### src/rtl/demux_stream_router.sv
// Buffered 1-to-4 stream router with valid/ready handshakes.
// Each output channel has a one-entry holding register and a delivered-word counter.
module demux_stream_router #(
    parameter int unsigned WIDTH = 8,
    parameter int unsigned CNTW  = 8
) (
    input  logic               clk,
    input  logic               rst_n,
    input  logic               in_valid,
    output logic               in_ready,
    input  logic [1:0]         in_sel,
    input  logic [WIDTH-1:0]   in_data,
    output logic [3:0]         out_valid,
    input  logic [3:0]         out_ready,
    output logic [4*WIDTH-1:0] out_data,
    output logic [4*CNTW-1:0]  deliv_cnt
);

    typedef enum logic {StEmpty, StFull} ch_state_e;

    logic [3:0] load;
    logic [3:0] pop;

    // A full channel can still accept when it is being drained on the same edge.
    assign in_ready = !out_valid[in_sel] || out_ready[in_sel];

    always_comb begin
        load         = '0;
        load[in_sel] = in_valid && in_ready;
    end

    assign pop = out_valid & out_ready;

    for (genvar i = 0; i < 4; i++) begin : g_ch
        ch_state_e        state_q, state_d;
        logic [WIDTH-1:0] data_q;
        logic [CNTW-1:0]  cnt_q;

        always_ff @(posedge clk or negedge rst_n) begin
            if (!rst_n) begin
                state_q <= StEmpty;
                data_q  <= '0;
                cnt_q   <= '0;
            end else begin
                state_q <= state_d;
                if (load[i]) begin
                    data_q <= in_data;
                end
                if (pop[i]) begin
                    cnt_q <= cnt_q + CNTW'(1);
                end
            end
        end

        always_comb begin
            state_d = state_q;
            unique case (state_q)
                StEmpty: begin
                    if (load[i]) begin
                        state_d = StFull;
                    end
                end
                StFull: begin
                    if (pop[i] && !load[i]) begin
                        state_d = StEmpty;
                    end
                end
                default: state_d = StEmpty;
            endcase
        end

        assign out_valid[i]                = (state_q == StFull);
        assign out_data[i*WIDTH +: WIDTH]  = data_q;
        assign deliv_cnt[i*CNTW +: CNTW]   = cnt_q;
    end

endmodule

### config.mk
export PLATFORM = sky130hd
export DESIGN_NAME = demux_stream_router
export DESIGN_NICKNAME = d
export VERILOG_FILES = /design/src/rtl/demux_stream_router.sv
export SDC_FILE = /design/constraint.sdc
export NUM_CORES = 1
export LEC_CHECK = 0
export CORE_ASPECT_RATIO = 1.75
export CORE_MARGIN = 10
export CORE_UTILIZATION = 40
export DETAILED_ROUTE_END_ITERATION = 8
export MAX_ROUTING_LAYER = met4
export PLACE_DENSITY = 0.78
export SYNTH_ARGS = -nofsm -noshare
export SYNTH_HDL_FRONTEND = slang
export SYNTH_SLANG_ARGS = --single-unit
### constraint.sdc
create_clock -name clk -period 1.2 [get_ports clk]
set_input_delay 0.24 -clock clk [delete_from_list [all_inputs] [get_ports clk]]
set_output_delay 0.24 -clock clk [all_outputs]
set_load 0.02 [all_outputs]
==> results.py <==
metrics = {
    "outcome": {
        "run_status": "finished, violations left",
        "violations": "negative setup slack",
    },
    "placed_design": {
        "dp_hpwl_um": 5340,
        "post-place-cells": 420,
        "numPortBuffers": 85,
        "placement.cell_area_um2": 4210,
        "place.gp.congestion": 0.820,
    },
    "cts": {
        "clk_pin_slew_worst_paths_ns": 0.05,
        "tritoncts.num_buffers": 9,
        "clock_insertion_delay_worst_skew_ns": 0.32,
        "clock-sinks": 68,
        "cts_tree": "yes",
        "max_buffers_root_to_sink": 2,
        "htree_levels": 3,
        "clock_tree.root_cell": "sky130_fd_sc_hd__clkbuf_16",
    },
    "timing": {
        "fmax_mhz": 601,
        "fin_worst_skew_ns": 0.00442,
        "timing.setup.tns_ns": -5.98,
        "hold_violations": 0,
        "layout_min_cycle_time_ns": 1.66,
        "report.final.setup_viol": 41,
        "maxSlewViolCount": 0,
        "whs_ns": 0.452,
        "worst_slew_margin_rel_pct": 75.7,
        "actual_slew_at_the_worst_max_slew_pin_ns": 0.364,
        "period_share_pct": 139,
        "grt_setup_unrepaired": "yes",
        "timing.final.ws_setup_ns": -0.463,
    },
    "global_route": {
        "grt_util_all_layers_pct": 14.2,
        "grt_pass1_wl_um": 12100,
        "first_global_vias": 2352,
        "initial_antenna_violation_count": 0,
        "pin_count_of_the_biggest_net_entering_global_routing": 69,
        "grt_overflow": 0,
    },
    "synth": {
        "syn-instance-count": 202,
        "async_reset_ff_share_pct": 100,
        "synth-seq-area-share_pct": 60.6,
        "postSynthAreaPerCell_um2": 13.9,
        "yosys.cell_types.count": 24,
        "synth_largest_type_area_fraction_pct": 60.6,
        "synth_area_um2": 2810,
        "synth_area_leader_cell": "sky130_fd_sc_hd__dfrtp_1",
        "flip_flop_and_latch_count_after_synthesis": 68,
        "synth_warnings": 0,
        "synth_top_cells_by_count": "sky130_fd_sc_hd__dfrtp_1 (68), sky130_fd_sc_hd__mux2_2 (36), sky130_fd_sc_hd__xnor2_1 (19), sky130_fd_sc_hd__nand2_1 (16), sky130_fd_sc_hd__nand4_1 (11)",
        "ys_dominant_reg_cell": "sky130_fd_sc_hd__dfrtp_1",
        "synth_edf_count": 0,
        "synthMostInstantiatedCell": "sky130_fd_sc_hd__dfrtp_1",
        "synth_nets": 223,
        "ys_top_cells_by_area": "sky130_fd_sc_hd__dfrtp_1 (61%), sky130_fd_sc_hd__mux2_2 (14%), sky130_fd_sc_hd__xnor2_1 (5.9%)",
    },
    "flow_run": {
        "cap_violations": 0,
    },
    "critical_path": {
        "required_time_at_the_worst_slack_endpoint_ns": 0.96,
        "worst_r2r_startpoint": "g_ch[1].state_q",
        "setup.worst_path.end_class": "output port",
        "timing.reg2reg.worst_path_depth": 6,
        "crit_start": "g_ch[0].state_q",
        "timing.critical_path.fanout_max": 2,
        "start_kind": "flop",
        "arrival_time_worst_endpoint_ns": 1.42,
        "setup.worst_path.class": "reg2out",
    },
    "worst_hold_path": {
        "holdCritPathClass": "in2reg",
        "holdCritStartpoint": "in_valid",
        "worstHoldPathCells": 3,
    },
    "floorplanning": {
        "number_of_placement_rows": 40,
        "design.die.area_um2": 10900,
        "boundaryPins": 86,
        "fp.coreArea_um2": 6860,
        "initial_core_util_pct": 40.9,
        "die_y_um": 131,
        "die_w_um": 83.3,
    },
    "finish": {
        "layout-drive-gt1-share_pct": 58.5,
        "finished_cell_area_um2": 4480,
        "finalNonFillerCells": 441,
        "diodes": 0,
        "final_nets": 375,
        "area_growth_from_synthesis_to_layout_pct": 59.6,
        "post-route-util_pct": 65.4,
    },
    "routing": {
        "detail_route.wl_per_cell_um": 17.5,
        "drt-pass1-iter-count": 4,
        "detail-route-antenna-nets": 0,
        "dr.first_iter.drc_count": 68,
        "detail_route.vias_per_cell": 4.84,
        "drc": 0,
        "detailroute.via_count": 2136,
        "detail_route.wirelength_um": 7710,
    },
    "power": {
        "static-leakage-power_nw": 2.29,
        "power.density_cell_area_nw_per_um2": 1940,
        "irDropWorstVdd_mv": 1.19,
    },
}
==> through the flow <==
step	total power [mW]	setup slack, ns
6_report	8.72	-0.463
5_1_grt	9.18	-0.497
4_1_cts	8.60	-0.458
3_5_place_dp	6.60	-0.983
3_3_place_gp	6.51	-0.967
2_1_floorplan	4.64	-0.110
==> worst max-delay path: stages (launching register included) <==
cell                       delay [ns]
sky130_fd_sc_hd__dfrtp_1         0.40
sky130_fd_sc_hd__nand2b_4        0.07
sky130_fd_sc_hd__mux4_2          0.47
sky130_fd_sc_hd__buf_6           0.15
==> metal layers <==
layer,part of all wire (%),vias to the layer above,GRT usage (%)
met3,5.6,10,4.52
li1,-,994,-
met1,42,1070,15.8
met4,1.4,0,5.13
met2,51,62,23.5
met5,0,-,-
==> cell type report <==
class / instances / area [µm²]
clock buffer: 11 / 243
clock inverter: 3 / 15.0
fill: 556 / 2370
multi-input combinational: 127 / 1320
sequential: 68 / 1700
tap: 84 / 105
timing repair buffer: 148 / 1090
==> state kept, by name, summed over array words and instances, names as in the netlist <==
signal        count
g_ch.cnt_q       32
g_ch.data_q      32
g_ch.state_q      4
==> cell usage in the layout, fill, tap and decap left out, types with 2 or more instances in the layout <==
master                            count
sky130_fd_sc_hd__nor2_1               3
sky130_fd_sc_hd__clkdlybuf4s50_1      8
sky130_fd_sc_hd__nand2_4              3
sky130_fd_sc_hd__nand4_1             11
sky130_fd_sc_hd__clkinv_2             3
sky130_fd_sc_hd__nor3b_4              3
sky130_fd_sc_hd__and2_4               2
sky130_fd_sc_hd__mux2_4              30
sky130_fd_sc_hd__nand2_2              2
sky130_fd_sc_hd__and3_1               5
sky130_fd_sc_hd__buf_6               14
sky130_fd_sc_hd__o21ai_0              2
sky130_fd_sc_hd__buf_4               49
sky130_fd_sc_hd__nand2_1             13
sky130_fd_sc_hd__buf_2               64
sky130_fd_sc_hd__xor2_1               8
sky130_fd_sc_hd__nand3_1              3
sky130_fd_sc_hd__dlygate4sd2_1        7
sky130_fd_sc_hd__buf_12               4
sky130_fd_sc_hd__clkbuf_16            9
sky130_fd_sc_hd__mux2_2               6
sky130_fd_sc_hd__xnor2_1             18
sky130_fd_sc_hd__nand2b_4             4
sky130_fd_sc_hd__dfrtp_1             67
sky130_fd_sc_hd__nor3_2               4
sky130_fd_sc_hd__ha_4                 3
==> path summary, 6_finish.rpt <==
kind / to / slack (ns)
max: in_ready / -0.46
min: g_ch[2].state_q / 0.45
max reg2reg: g_ch[1].data_q[0] / -0.29
min reg2reg: g_ch[2].data_q[1] / 0.51
max in group asynchronous: g_ch[3].data_q[2] / 0.44
min in group asynchronous: g_ch[3].cnt_q[5] / 0.47
==> power by group <==
part	switching [mW]	internal [mW]
Sequential	0.276	2.82
Combinational	1.73	1.56
Clock	0.906	1.42
==> timing repair <==
item / in CTS / in global routing
hold endpoints to repair: 68 / 0
setup buffers: 5 / 3
gates resized for setup: 336 / 23
endpoints found under the setup margin: 103 / 52
pin swaps: 6 / 7
hold buffers: 1 / 0
cloned: 1 / 0
==> cell families after synthesis <==
family	after synthesis	share of synthesized area [%]
flip-flops	68	60.6
AND/OR/NAND/NOR	56	11.6
XOR/XNOR	28	8.73
multiplexers	37	15.4
adder cells (fa/ha/maj)	4	1.78
AO/OA/AOI/OAI	2	0.357
buffers and inverters	7	1.52
Note: power is estimated with default switching activity, not from simulation.
